$ cat src/rtl/host_byte_fifo.sv
// host_byte_fifo
//   Byte FIFO between the host serial receiver and the command processor.
//   It presents a first-word-fall-through RTS/RTR stream and reports the
//   fill level and a sticky overflow flag.
//
// Ports
//   clk           clock, all logic on posedge
//   reset         synchronous, active-high
//   rx_valid      strobe: rx_data holds a new byte
//   rx_data       received byte
//   host_rtr      consumer ready to receive
//   host_rts      FIFO non-empty, host_data valid
//   host_data     byte at head of FIFO (8'h00 when empty)
//   fifo_count    entries held, 0..DEPTH
//   overflow      sticky: a byte was dropped because the FIFO was full
//   overflow_clr  clears overflow (a coincident drop wins)
module host_byte_fifo #(
   parameter int DEPTH  = 16,
   parameter int ADDR_W = $clog2(DEPTH)
) (
   input  logic              clk,
   input  logic              reset,
   input  logic              rx_valid,
   input  logic [7:0]        rx_data,
   input  logic              host_rtr,
   output logic              host_rts,
   output logic [7:0]        host_data,
   output logic [ADDR_W:0]   fifo_count,
   output logic              overflow,
   input  logic              overflow_clr
);

   localparam logic [ADDR_W:0] FULL_COUNT = (ADDR_W+1)'(DEPTH);

   logic [7:0]        mem [DEPTH];
   logic [ADDR_W-1:0] wr_ptr;
   logic [ADDR_W-1:0] rd_ptr;
   logic [ADDR_W:0]   count;
   logic              full;
   logic              rd_en;
   logic              wr_en;
   logic              drop;

   assign full  = (count == FULL_COUNT);
   assign rd_en = host_rts && host_rtr;
   // A read in the same cycle frees a slot, so a full FIFO still accepts.
   assign wr_en = rx_valid && (!full || rd_en);
   assign drop  = rx_valid && full && !rd_en;

   assign host_rts   = (count != '0);
   assign host_data  = host_rts ? mem[rd_ptr] : 8'h00;
   assign fifo_count = count;

   // Storage is intentionally not reset; count gates visibility.
   always_ff @(posedge clk) begin
      if (wr_en) begin
         mem[wr_ptr] <= rx_data;
      end
   end

   always_ff @(posedge clk) begin
      if (reset) begin
         wr_ptr   <= '0;
         rd_ptr   <= '0;
         count    <= '0;
         overflow <= 1'b0;
      end else begin
         if (wr_en) begin
            wr_ptr <= wr_ptr + 1'b1;
         end
         if (rd_en) begin
            rd_ptr <= rd_ptr + 1'b1;
         end
         case ({wr_en, rd_en})
            2'b10:   count <= count + 1'b1;
            2'b01:   count <= count - 1'b1;
            default: count <= count;
         endcase
         if (drop) begin
            overflow <= 1'b1;
         end else if (overflow_clr) begin
            overflow <= 1'b0;
         end
      end
   end

endmodule

$ cat config.mk
export PLATFORM = sky130hd
export DESIGN_NAME = host_byte_fifo
export DESIGN_NICKNAME = d
export VERILOG_FILES = /design/src/rtl/host_byte_fifo.sv
export SDC_FILE = /design/constraint.sdc
export NUM_CORES = 1
export LEC_CHECK = 0
export BUFFER_PORTS_ARGS = -buffer_cell sky130_fd_sc_hd__clkbuf_2
export CAP_MARGIN = 10
export CELL_PAD_IN_SITES_DETAIL_PLACEMENT = 1
export CELL_PAD_IN_SITES_GLOBAL_PLACEMENT = 1
export CORE_MARGIN = 8
export CORE_UTILIZATION = 57
export CTS_BUF_LIST = sky130_fd_sc_hd__clkbuf_4 sky130_fd_sc_hd__clkbuf_8 sky130_fd_sc_hd__clkbuf_16
export DETAILED_ROUTE_END_ITERATION = 8
export PLACE_DENSITY = 0.83
export SYNTH_ARGS = -nofsm -noshare
export SYNTH_HDL_FRONTEND = slang
export SYNTH_SLANG_ARGS = --single-unit
$ cat constraint.sdc
create_clock -name clk -period 7.97 [get_ports clk]
set_clock_uncertainty 0.2 [all_clocks]
set_input_delay 0.3985 -clock clk [delete_from_list [all_inputs] [get_ports clk]]
set_output_delay 0.3985 -clock clk [all_outputs]
set_load 0.01 [all_outputs]
# Word level (Yosys, flattened, before mapping)
# Memory sizes are Yosys's and may differ from the RTL's. A register that Yosys moved wholly into a read port is not among the register bits.
# Cells that the tools add are included.
# W data, S select, Z words.
[op_classes]
addsub = 4
n_eq_ne = 3
muxes = 8
reduce_logical = 10
[ops]
columns = ["op", "count"]
rows = [
  ["$pmux W5 S2", 1],
  ["$add A4 B1 Y4 const B", 2],
  ["$mux W4", 2],
  ["$mux W8", 1],
  ["$add A5 B1 Y5 const B", 1],
  ["$eq A5 B5 Y1 const B", 1],
  ["$reduce_bool A5 Y1", 1],
  ["$sub A5 B1 Y5 const B", 1],
  ["$logic_and A1 B1 Y1", 4],
  ["$mux W1", 4],
  ["$reduce_bool A2 Y1", 2],
  ["$eq A2 B1 Y1 const B", 1],
  ["$eq A2 B2 Y1 const B", 1],
  ["$logic_not A1 Y1", 2],
  ["$logic_or A1 B1 Y1", 1],
]
[word_totals]
ff_bits = 14
ram_bits = 128
in_bits = 13
output_inout_bits = 15
wordCells = 30
n_memories = 1
[mem_list]
columns = ["memory", "depth", "width", "rd", "rd_clocked_by_memory_dff", "wr", "line", "text"]
rows = [
  ["mem", 16, 8, 1, 1, 1, "35", "logic [7:0] mem [DEPTH];"],
]

# Longest topological paths before layout
[logic_depth]
word_depth = 6
mapped_depth = 9
depth_no_buf = 8

# Worst setup path after synthesis
# OpenSTA, ideal clock, no wires.
[synth_timing]
path_kind = "reg2reg"
startpoint = "register count[1], in the netlist fifo_count[1]"
endpoint = "register count[4], in the netlist fifo_count[4]"
setup_time_ns = 0.123
t_arrival_ns = 2.437
t_required_ns = 7.647
path_slack_ns = 5.210
stages_incl_launch_ff = 10
path_buffers = 1
synth_period_minus_slack_ns = 2.760
cell_sequence = "dfxtp_1 > or4_4 > buf_6 > o21a_2 > xor2_1 > ha_1 > or3_1 > a21oi_1 > a32oi_1 > mux2_1"
[synth_via]
elab_chain_len = 6
word_cells_on_any_way = 12
classes_between = "add/sub: 2; eq/ne: 3; mux: 1; reduce/logical: 6"
[synth_rtl]
columns = ["item", "line", "text"]
rows = [
  ["start: declaration", "38", "logic [ADDR_W:0] count;"],
  ["start signal: assignment", "75", "2'b10: count <= count + 1'b1;"],
  ["start signal: assignment", "76", "2'b01: count <= count - 1'b1;"],
  ["start signal: assignment", "77", "default: count <= count;"],
  ["$eq A5 B5 Y1 or $reduce_bool A5 Y1 (tied branches)", "44, 50", ""],
  ["$logic_not A1 Y1 or $logic_and A1 B1 Y1 (tied branches)", "47, 45", ""],
  ["$logic_or A1 B1 Y1", "47", "assign wr_en = rx_valid && (!full || rd_en);"],
  ["$logic_and A1 B1 Y1", "47", ""],
  ["$eq A2 B1 Y1 or $eq A2 B2 Y1 (tied branches)", "74", "case ({wr_en, rd_en})"],
  ["$pmux W5 S2 or $reduce_bool A2 Y1 (tied branches)", "-", ""],
]
# Parallel ways exist; a longest one is shown, timed or not.
# A chain may end at the register's enable or synchronous reset.

# Worst setup path in the final report
[layout_timing]
startpoint = "register count[1], in the netlist fifo_count[1]"
endpoint = "output host_data[7]"
[layout_via]
elab_chain_len = 2
[layout_rtl]
columns = ["item", "line", "text"]
rows = [
  ["$reduce_bool A5 Y1", "50", "assign host_rts = (count != '0);"],
  ["$mux W8", "51", "assign host_data = host_rts ? mem[rd_ptr] : 8'h00;"],
  ["end: declaration", "27", "output logic [7:0] host_data,"],
]
# Every way passes these cells.

==> impl_metrics.tcl <==
set metrics [dict create \
    dp_hpwl_um 8330 \
    cts_tree "yes" \
    setup_ws_ps 4730 \
    portBuffers 27 \
    totalPowerFinal_mw 2.26 \
    dpl_cell_area_um2 6150 \
    syn_nets 336 \
    max_slew_margin_pct 19.9 \
    clockRootBuffer "clkbuf_8" \
    grt_first_pass_wirelength_um 20300 \
    vias 3079 \
    synth-seq-cells 146 \
    path_max_fanout 8 \
    cp_num_buf_inv 1 \
    critPathMaxStageDelay_ps 610 \
    synth_cells 316 \
    worstMarginPinSlew_ps 1200 \
    track_usage_pct 19.9 \
    drt_first_pass_iters 4 \
    synth.lib_cells_used.distinct 42 \
    p_per_area_nw_per_um2 334 \
    cts_buffers 17 \
    drive_gt1_share_pct 27.5 \
    power_switching_share_pct 28.0 \
    post_cts_buffers 0 \
    crit_type "reg2out" \
    slew_viol_final 0 \
    power.share.sequential_pct 40.0 \
    hp-start "reset" \
    clockBufferDepth 2 \
    crit_start "fifo_count[1]" \
    cp.arrival_ps 2640 \
    crit_slowest_cell "or4_4" \
    cts_max_level 4 \
    clk_pin_slew_ps 60 \
    die_h_um 117 \
    max_freq_ghz 0.309 \
    grtUsageMet3_pct 6.00 \
    fin_crit_sh_pct 40.6 \
    area_delta_synth_final_pct 15.2 \
    finalHoldViolations 0 \
    finalSetupTns_ps 0 \
    yosysSeqAreaShare_pct 71.7 \
    wl_per_cell_um 26.0 \
    power_switching_mw 0.631 \
    finalNonFillerCells 503 \
    initial_utilization_pct 57.9 \
    power_frac_comb_pct 24.7 \
    leakage_nw 2.24 \
    gp_congestion 0.780 \
    pwr-share-clk_pct 35.3 \
    via_per_inst 6.12 \
    fp.dieW_um 117 \
    grt_overflow 0 \
    cp.required_ps 7370 \
    drt_iter0_markers 224 \
    clk_latency_ps 520 \
    grtUsageMet1_pct 23.2 \
    dp_slack_ps 5120 \
    setup_viol_count_final 0 \
    final_util_pct 66.7 \
    yosysWarnings 0 \
    r2r-start "fifo_count[1]" \
    rsz0062_at_grt "no" \
    crit_path_start_kind "register" \
    whs_ps 77.3 \
    fp-row-count 37 \
    diodes 0 \
    grt_max_degree 33 \
    finish.instance_area_um2 6760 \
    syn-cell-area_um2 5870 \
    path_delay_family "simple AND/OR/NAND/NOR gates" \
    grt_antenna_before_repair 1 \
    grtUsageMet2_pct 33.9 \
    status "completed" \
    postSynthAreaPerCell_um2 18.6 \
    path_cells "or4_4 -> or2_2 -> nand2b_1 -> o22ai_1 -> clkbuf_2" \
    core_area_um2 10100 \
    peakVddDrop_uv 198 \
    period_minus_slack_ps 3240 \
    crit_path_end_kind "primary output" \
    dp_cells 470 \
    p_int_mw 1.62 \
    drtAntennaViolNets 0 \
    fin_nets 375 \
    drc 0 \
    die_area_um2 13800 \
    ioPinCount 28 \
    wl_um 13100 \
    grt-busiest-layer "met2" \
    cts.sinks 146 \
    grt_pass1_vias 3372 \
    hold_class "in2reg" \
    cap_viol_max_count 0 \
]
-- synthesized netlist by cell type (all sizes together) --
library cell  number  share of area [%]
a211o              1               0.15
a21oi              7               0.66
a31o               1               0.15
a32oi              2               0.30
and2               4               0.43
and3               4               0.43
buf                8               0.75
clkbuf             7               0.45
dfxtp             18                6.1
edfxtp           128                 66
ha                 7                1.5
inv                8               0.51
mux2               3               0.58
mux2i             19                3.5
mux4              32                 12
nand2              4               0.26
nand2b             2               0.21
nand3              3               0.26
nor2              16                1.0
nor2b              5               0.53
nor3               3               0.26
nor3b              1               0.13
nor4               4               0.43
o2111ai            1               0.15
o211ai             1               0.13
o21a               6               0.79
o21ai              3               0.32
o22ai              8               0.85
o311a              1               0.17
or2                2               0.21
or3                2               0.21
or4                1               0.19
xnor2              1               0.15
xor2               3               0.45
-- registers in the layout (all words and copies together) (netlist names), named ones only --
signal	count
fifo_count	5
mem	128
overflow	1
rd_ptr	4
wr_ptr	4
-- final cells by class --
type                    count  area [um2]
clock inverters            13         168
clock buffers              18         422
well taps                 136         170
repair buffers             35         200
flip-flops and latches    146        4210
multi-input cells         147        1560
inverters                   8        30.0
fillers                   834        3380
-- per-layer routing --
metal  vias to the layer above  wire, um
li1                       1349         -
met1                      1611      5300
met2                        93      6920
met3                        24       580
met4                         2       267
met5                         -        13
-- power groups by stage --
stage	clock, mW	combinational, mW	sequential (mW)
after CTS	0.803	0.565	0.903
after floorplan	0	0.401	0.915
after detailed placement	0	0.558	0.918
after global routing	0.834	0.602	0.907
final	0.796	0.557	0.903
after global placement	0	0.534	0.911
-- cells by family after synthesis --
| logic type | count (synthesis) | share of synthesized area, % |
|---|---|---|
| compound gates | 31 | 3.67 |
| buf+inv | 23 | 1.71 |
| xor+xnor | 4 | 0.597 |
| simple gates | 51 | 4.56 |
| fa+ha+maj | 7 | 1.49 |
| mux | 54 | 16.3 |
| flops | 146 | 71.7 |
-- cells in the final DEF, fill, tap and decap left out, drive strengths merged, types with 4 or more instances in the layout --
cell / n
inv: 8
nor2: 16
ha: 7
buf: 6
nor4: 4
and2: 4
and3: 4
dfxtp: 18
nand2: 4
bufinv: 4
edfxtp: 128
nor2b: 5
clkinv: 7
mux2i: 19
o21a: 6
mux4: 32
o22ai: 8
clkbuf: 45
a21oi: 7
-- worst paths after layout --
kind                   endpoint  cells past startpoint  slack (ps)
setup reg to reg  fifo_count[4]                      8        5110
hold / removal        wr_ptr[1]                      2          80
hold reg to reg        register                      2         300
setup / recovery   host_data[7]                      5        4730
-- what timing repair did --
action,CTS,global route
gates resized for setup,0,0
endpoints found under the hold margin,3,0
hold buffers,2,0
(Power assumes the default switching activity.)
